File: src/rtl/dcache_ctrl.sv
// dcache_ctrl
//   Direct-mapped, write-through, no-write-allocate data cache that answers
//   the core's MemRead/MemWrite strobes. Load hits return data in the same
//   cycle; load misses refill a whole line from main memory (ascending beat
//   order, starting at word 0), and stores are always written through as a
//   single beat.
//
// Ports
//   clk, rst            clock (rising edge), synchronous active-high reset
//   MemRead, MemWrite   load / store request (store wins if both are high)
//   addr, wdata         word-aligned byte address, store data
//   rdata               load data, valid when MemRead && !Stall
//   Stall               hold the pipeline and request inputs while high
//   mem_req, mem_we     memory beat valid, 1 = write beat
//   mem_addr, mem_wdata memory beat address / write data
//   mem_ready           beat accepted this cycle (ignored while mem_req=0)
//   mem_rdata           read beat data, valid with mem_ready
//
// state  | meaning
// IDLE   | accept requests; load hits are answered here
// REFILL | fetch BLOCK_WORDS words of the missing line, one per mem_ready
// WRITE  | single write-through beat held until mem_ready
// RESP   | one cycle: request completes with Stall=0
module dcache_ctrl #(
  parameter int ADDR_W      = 32,
  parameter int SETS        = 16,
  parameter int BLOCK_WORDS = 4
) (
  input  logic              clk,
  input  logic              rst,
  input  logic              MemRead,
  input  logic              MemWrite,
  input  logic [ADDR_W-1:0] addr,
  input  logic [31:0]       wdata,
  output logic [31:0]       rdata,
  output logic              Stall,
  output logic              mem_req,
  output logic              mem_we,
  output logic [ADDR_W-1:0] mem_addr,
  output logic [31:0]       mem_wdata,
  input  logic              mem_ready,
  input  logic [31:0]       mem_rdata
);

  localparam int OFF_W = $clog2(BLOCK_WORDS);
  localparam int IDX_W = $clog2(SETS);
  localparam int TAG_W = ADDR_W - 2 - OFF_W - IDX_W;
  localparam logic [OFF_W-1:0] LAST_BEAT = OFF_W'(BLOCK_WORDS - 1);

  typedef enum logic [1:0] {
    ST_IDLE,
    ST_REFILL,
    ST_WRITE,
    ST_RESP
  } state_t;

  state_t           r_state;
  logic [OFF_W-1:0] r_count;
  logic [SETS-1:0]  r_valid;
  logic [TAG_W-1:0] r_tag  [SETS];
  logic [31:0]      r_data [SETS*BLOCK_WORDS];

  logic [OFF_W-1:0] w_off;
  logic [IDX_W-1:0] w_idx;
  logic [TAG_W-1:0] w_tag;
  logic             w_hit;
  logic [31:0]      w_word;
  logic             w_last_beat;
  logic [1:0]       w_unused_addr;

  assign w_off         = addr[OFF_W+1:2];
  assign w_idx         = addr[OFF_W+IDX_W+1:OFF_W+2];
  assign w_tag         = addr[ADDR_W-1:OFF_W+IDX_W+2];
  assign w_unused_addr = addr[1:0];

  assign w_hit       = r_valid[w_idx] && (r_tag[w_idx] == w_tag);
  assign w_word      = r_data[{w_idx, w_off}];
  assign w_last_beat = (r_count == LAST_BEAT);

  // Control state; valid bits live here because they are the only part of
  // the arrays that reset touches.
  always_ff @(posedge clk) begin
    if (rst) begin
      r_state <= ST_IDLE;
      r_count <= '0;
      r_valid <= '0;
    end else begin
      case (r_state)
        ST_IDLE: begin
          if (MemWrite) begin
            r_state <= ST_WRITE;
          end else if (MemRead && !w_hit) begin
            r_state <= ST_REFILL;
            r_count <= '0;
          end
        end
        ST_REFILL: begin
          if (mem_ready) begin
            // count wraps back to 0 after the final beat
            r_count <= r_count + 1'b1;
            if (w_last_beat) begin
              r_valid[w_idx] <= 1'b1;
              r_state        <= ST_RESP;
            end
          end
        end
        ST_WRITE: begin
          if (mem_ready) r_state <= ST_RESP;
        end
        ST_RESP: r_state <= ST_IDLE;
        default: r_state <= ST_IDLE;
      endcase
    end
  end

  // Tag and data arrays carry no reset; the valid bits guard them.
  always_ff @(posedge clk) begin
    if (!rst) begin
      if (r_state == ST_REFILL && mem_ready) begin
        r_data[{w_idx, r_count}] <= mem_rdata;
        if (w_last_beat) r_tag[w_idx] <= w_tag;
      end
      // no-write-allocate: a store miss leaves the line untouched
      if (r_state == ST_WRITE && mem_ready && w_hit) begin
        r_data[{w_idx, w_off}] <= wdata;
      end
    end
  end

  always_comb begin
    Stall     = 1'b0;
    mem_req   = 1'b0;
    mem_we    = 1'b0;
    mem_addr  = '0;
    mem_wdata = '0;
    rdata     = '0;
    case (r_state)
      ST_IDLE: begin
        if (MemWrite) begin
          Stall = 1'b1;
        end else if (MemRead) begin
          if (w_hit) rdata = w_word;
          else       Stall = 1'b1;
        end
      end
      ST_REFILL: begin
        Stall    = 1'b1;
        mem_req  = 1'b1;
        mem_addr = {w_tag, w_idx, r_count, 2'b00};
      end
      ST_WRITE: begin
        Stall     = 1'b1;
        mem_req   = 1'b1;
        mem_we    = 1'b1;
        mem_addr  = {addr[ADDR_W-1:2], 2'b00};
        mem_wdata = wdata;
      end
      ST_RESP: begin
        if (MemRead) rdata = w_word;
      end
      default: ;
    endcase
  end

endmodule

File: config.mk
export PLATFORM = sky130hd
export DESIGN_NAME = dcache_ctrl
export DESIGN_NICKNAME = d
export VERILOG_FILES = /design/src/rtl/dcache_ctrl.sv
export SDC_FILE = /design/constraint.sdc
export NUM_CORES = 2
export LEC_CHECK = 0
export CAP_MARGIN = 40
export CORE_UTILIZATION = 45
export CTS_BUF_LIST = sky130_fd_sc_hd__clkbuf_2
export DETAILED_ROUTE_END_ITERATION = 6
export DONT_BUFFER_PORTS = 1
export GPL_TIMING_DRIVEN = 0
export HOLD_SLACK_MARGIN = 0.05
export PLACE_DENSITY_LB_ADDON = 0.2
export REMOVE_ABC_BUFFERS = 1
export SLEW_MARGIN = 5
export SYNTH_ARGS = -nofsm -noshare
export SYNTH_HDL_FRONTEND = slang
export SYNTH_SLANG_ARGS = --single-unit
File: constraint.sdc
create_clock -name clk -period 15 [get_ports clk]
set_clock_uncertainty 0.2 [all_clocks]
set_input_delay 1.5 -clock clk [delete_from_list [all_inputs] [get_ports clk]]
set_output_delay 1.5 -clock clk [all_outputs]
set_load 0.01 [all_outputs]
==> impl_metrics.json <==
{
  "finalPower_mw": 12.6,
  "grtUsageTotal_pct": 24.5,
  "regArea_sq_um": 73400,
  "die_area_sq_um": 214000,
  "dpl_worst_slack_ps": 7320,
  "cts_tree": "built",
  "drt-initial-drc-count": 5451,
  "synth.distinct_cells": 66,
  "async_reset_ff_share_pct": 0,
  "fillCellCount": 16509,
  "slew_violations": 489,
  "wl_met3_mm": 22.3,
  "fmax_ghz": 0.130,
  "synth_common_cells": "2432 x edfxtp_1, 703 x mux4_2, 162 x nand2_1",
  "cp-end-kind": "output pin",
  "multi_input_area_sq_um": 21700,
  "syn_area_sq_um": 95600,
  "core-area_sq_um": 210000,
  "tightest_slew_ps": 3130,
  "slew_headroom_pct": -109,
  "drt-total-wl_mm": 263,
  "yosysSeqAreaShare_pct": 76.8,
  "clkSinkCount": 2452,
  "final_cells": 8340,
  "wire_per_inst_um": 31.6,
  "cts_buffers": 628,
  "cp_slowest_cell": "buf_16",
  "grt-ovfl-total": 0,
  "m1WireLength_mm": 108,
  "critPathMaxStageDelay_ps": 710,
  "hold_violations": 0,
  "crit_chain": "buf_16 -> buf_16 -> buf_16 -> mux4_2 -> mux4_2 -> a221oi_1 -> a21oi_1",
  "io_pins": 200,
  "vdd_drop_max_uv": 80.8,
  "ctsRootBufferMaster": "clkbuf_2",
  "critPathKind": "in -> out",
  "die_w_um": 463,
  "synthTopCellsByArea": "edfxtp_1 76%, mux4_2 17%, mux2i_1 1.2%",
  "nets": 5215,
  "cts_hold_buf": 112,
  "antenna_found_initial": 7,
  "rsz0062_at_grt": "false",
  "drc_errors": 0,
  "routed.top_layer": "met5",
  "critical_path_peak_fanout": 113,
  "syn_avg_cell_area_sq_um": 22.7,
  "vias": 49381,
  "grt_pass1_wl_mm": 373,
  "clk-insertion-delay-late_ps": 1870,
  "critical_path_required_ps": 13300,
  "worst_ep_arrival_time_ps": 5990,
  "critical-path-top-delay-family": "buffers and inverters",
  "period_minus_slack_ps": 7690,
  "ant_nets": 0,
  "final-setup-viol-count": 0,
  "rows": 168,
  "cap_violations": 0,
  "synth_warnings": 0,
  "holdWs_ps": 282,
  "grt_pass1_vias": 50629,
  "clk_transition_reported_paths_ps": 90,
  "initial_core_util_pct": 45.5,
  "io_buffers": 0,
  "cts_buffer_depth": 4,
  "die_y_um": 463,
  "status": "complete, but fails checks",
  "dp.final_hpwl_mm": 161,
  "cp_num_buf_inv": 3,
  "crit_top_cell": "buf_16",
  "cts_max_level": 6,
  "startpoint_type": "primary input",
  "drt_pre_antenna_iters": 7,
  "cts_resized": 0,
  "synth_cells": 4212,
  "cts_setup_buffers": 0,
  "timing.final.ws_setup_ps": 7310,
  "viasPerCell": 5.92,
  "drive_above_1_share_pct": 39.8,
  "violations": "max-slew violations",
  "cellPowerDensity_nw_per_um2": 114,
  "area_growth_pct": 15.7,
  "synth_top_flop_cell": "edfxtp_1",
  "place.gp.congestion": 0.753,
  "ys_ff_latch": 2452,
  "synth_edf_count": 2432,
  "grt_max_degree": 519,
  "synth_top_area_share_pct": 76.4,
  "yosysMostFrequentCell": "edfxtp_1",
  "power_leakage_nw": 36.1,
  "min_path_type": "reg -> reg",
  "fin_crit_sh_pct": 51.3,
  "placed_cells": 7159,
  "yosysTopAreaCell": "edfxtp_1",
  "route.met2.wl_mm": 125
}
[power breakdown]
group	internal, mW	total, mW	switching (mW)
clock	1.71	4.36	2.65
combinational	0.342	0.738	0.396
sequential	7.53	7.53	0.00628
total	9.58	12.6	3.05
[worst register-to-register path: cells and delay by family, from the launching register on]
kind / cells / cell delay (ps)
muxes: 2 / 980
AOI/OAI and AO/OA: 2 / 1060
buffers and inverters: 4 / 1040
xor gates and xnor gates: 1 / 170
DFF: 1 / 380
and+or+nand+nor: 4 / 1820
[path summary, 6_finish.rpt]
check                    start              to  slack [ps]  depth (start not counted)
setup / recovery       addr[2]       rdata[11]        7310                          7
hold / removal      r_valid[4]      r_valid[4]         280                          2
setup reg to reg  r_tag[13][8]  r_data[24][28]        9120                         13
hold reg to reg     r_valid[4]      r_valid[4]         280                          2
[per-layer routing]
layer  GRT usage (%)  vias to the layer above
li1                -                    20030
met1            34.2                    26336
met2            37.9                     2537
met3            5.89                      476
met4            8.67                        2
met5               0                        -
[cells in the final DEF, fill, tap and decap left out, types with 23 or more instances in the layout]
master | netlist | routed
edfxtp_1 | 2432 | 2432
clkbuf_2 | 0 | 917
mux4_2 | 703 | 703
nand2_1 | 162 | 130
buf_4 | 7 | 125
mux2i_1 | 115 | 114
dlygate4sd3_1 | 0 | 111
buf_6 | 7 | 89
clkinv_1 | 0 | 83
buf_8 | 3 | 74
and2_1 | 64 | 64
buf_16 | 0 | 51
buf_12 | 3 | 49
o22ai_1 | 46 | 46
a21oi_1 | 40 | 36
inv_1 | 33 | 32
nand2_2 | 0 | 32
nor3_2 | 0 | 32
nor2b_1 | 33 | 31
nor2_1 | 53 | 30
nor3_1 | 55 | 23
[area by class of cell]
type | count | area share (%)
Sequential cell | 2452 | 66.4
Clock buffer | 917 | 4.15
Inverter | 34 | 0.122
Clock inverter | 125 | 0.597
Tap cell | 2805 | 3.17
Timing Repair Buffer | 502 | 5.95
Antenna cell | 15 | 0.0339
Multi-Input combinational cell | 1490 | 19.6
[cell families (layout without fill, tap and decap cells)]
family	Yosys count	after routing	synth area share [%]
AO/OA/AOI/OAI	215	215	1.56
XOR/XNOR	20	20	0.183
adder cells (fa/ha/maj)	6	6	0.0786
buffers and inverters	271	1578	1.29
flip-flops	2452	2452	76.8
multiplexers	834	834	18.0
other	1	17	0.00392
AND/OR/NAND/NOR	413	413	2.08
[sequential cells by signal, summed over array words and instances (netlist names)]
signal,cells
r_data,2048
r_tag,384
r_valid,16
r_count,2
r_state,2
[per-stage QoR]
stage	setup TNS, ps	cell area, sq um	util, %
after floorplan	0	94500	-
after global placement	-1236020	98000	46.6
after detailed placement	0	104000	49.5
after CTS	0	110000	52.5
after global routing	0	111000	52.6
final	0	111000	52.6
(Power assumes the default switching activity.)
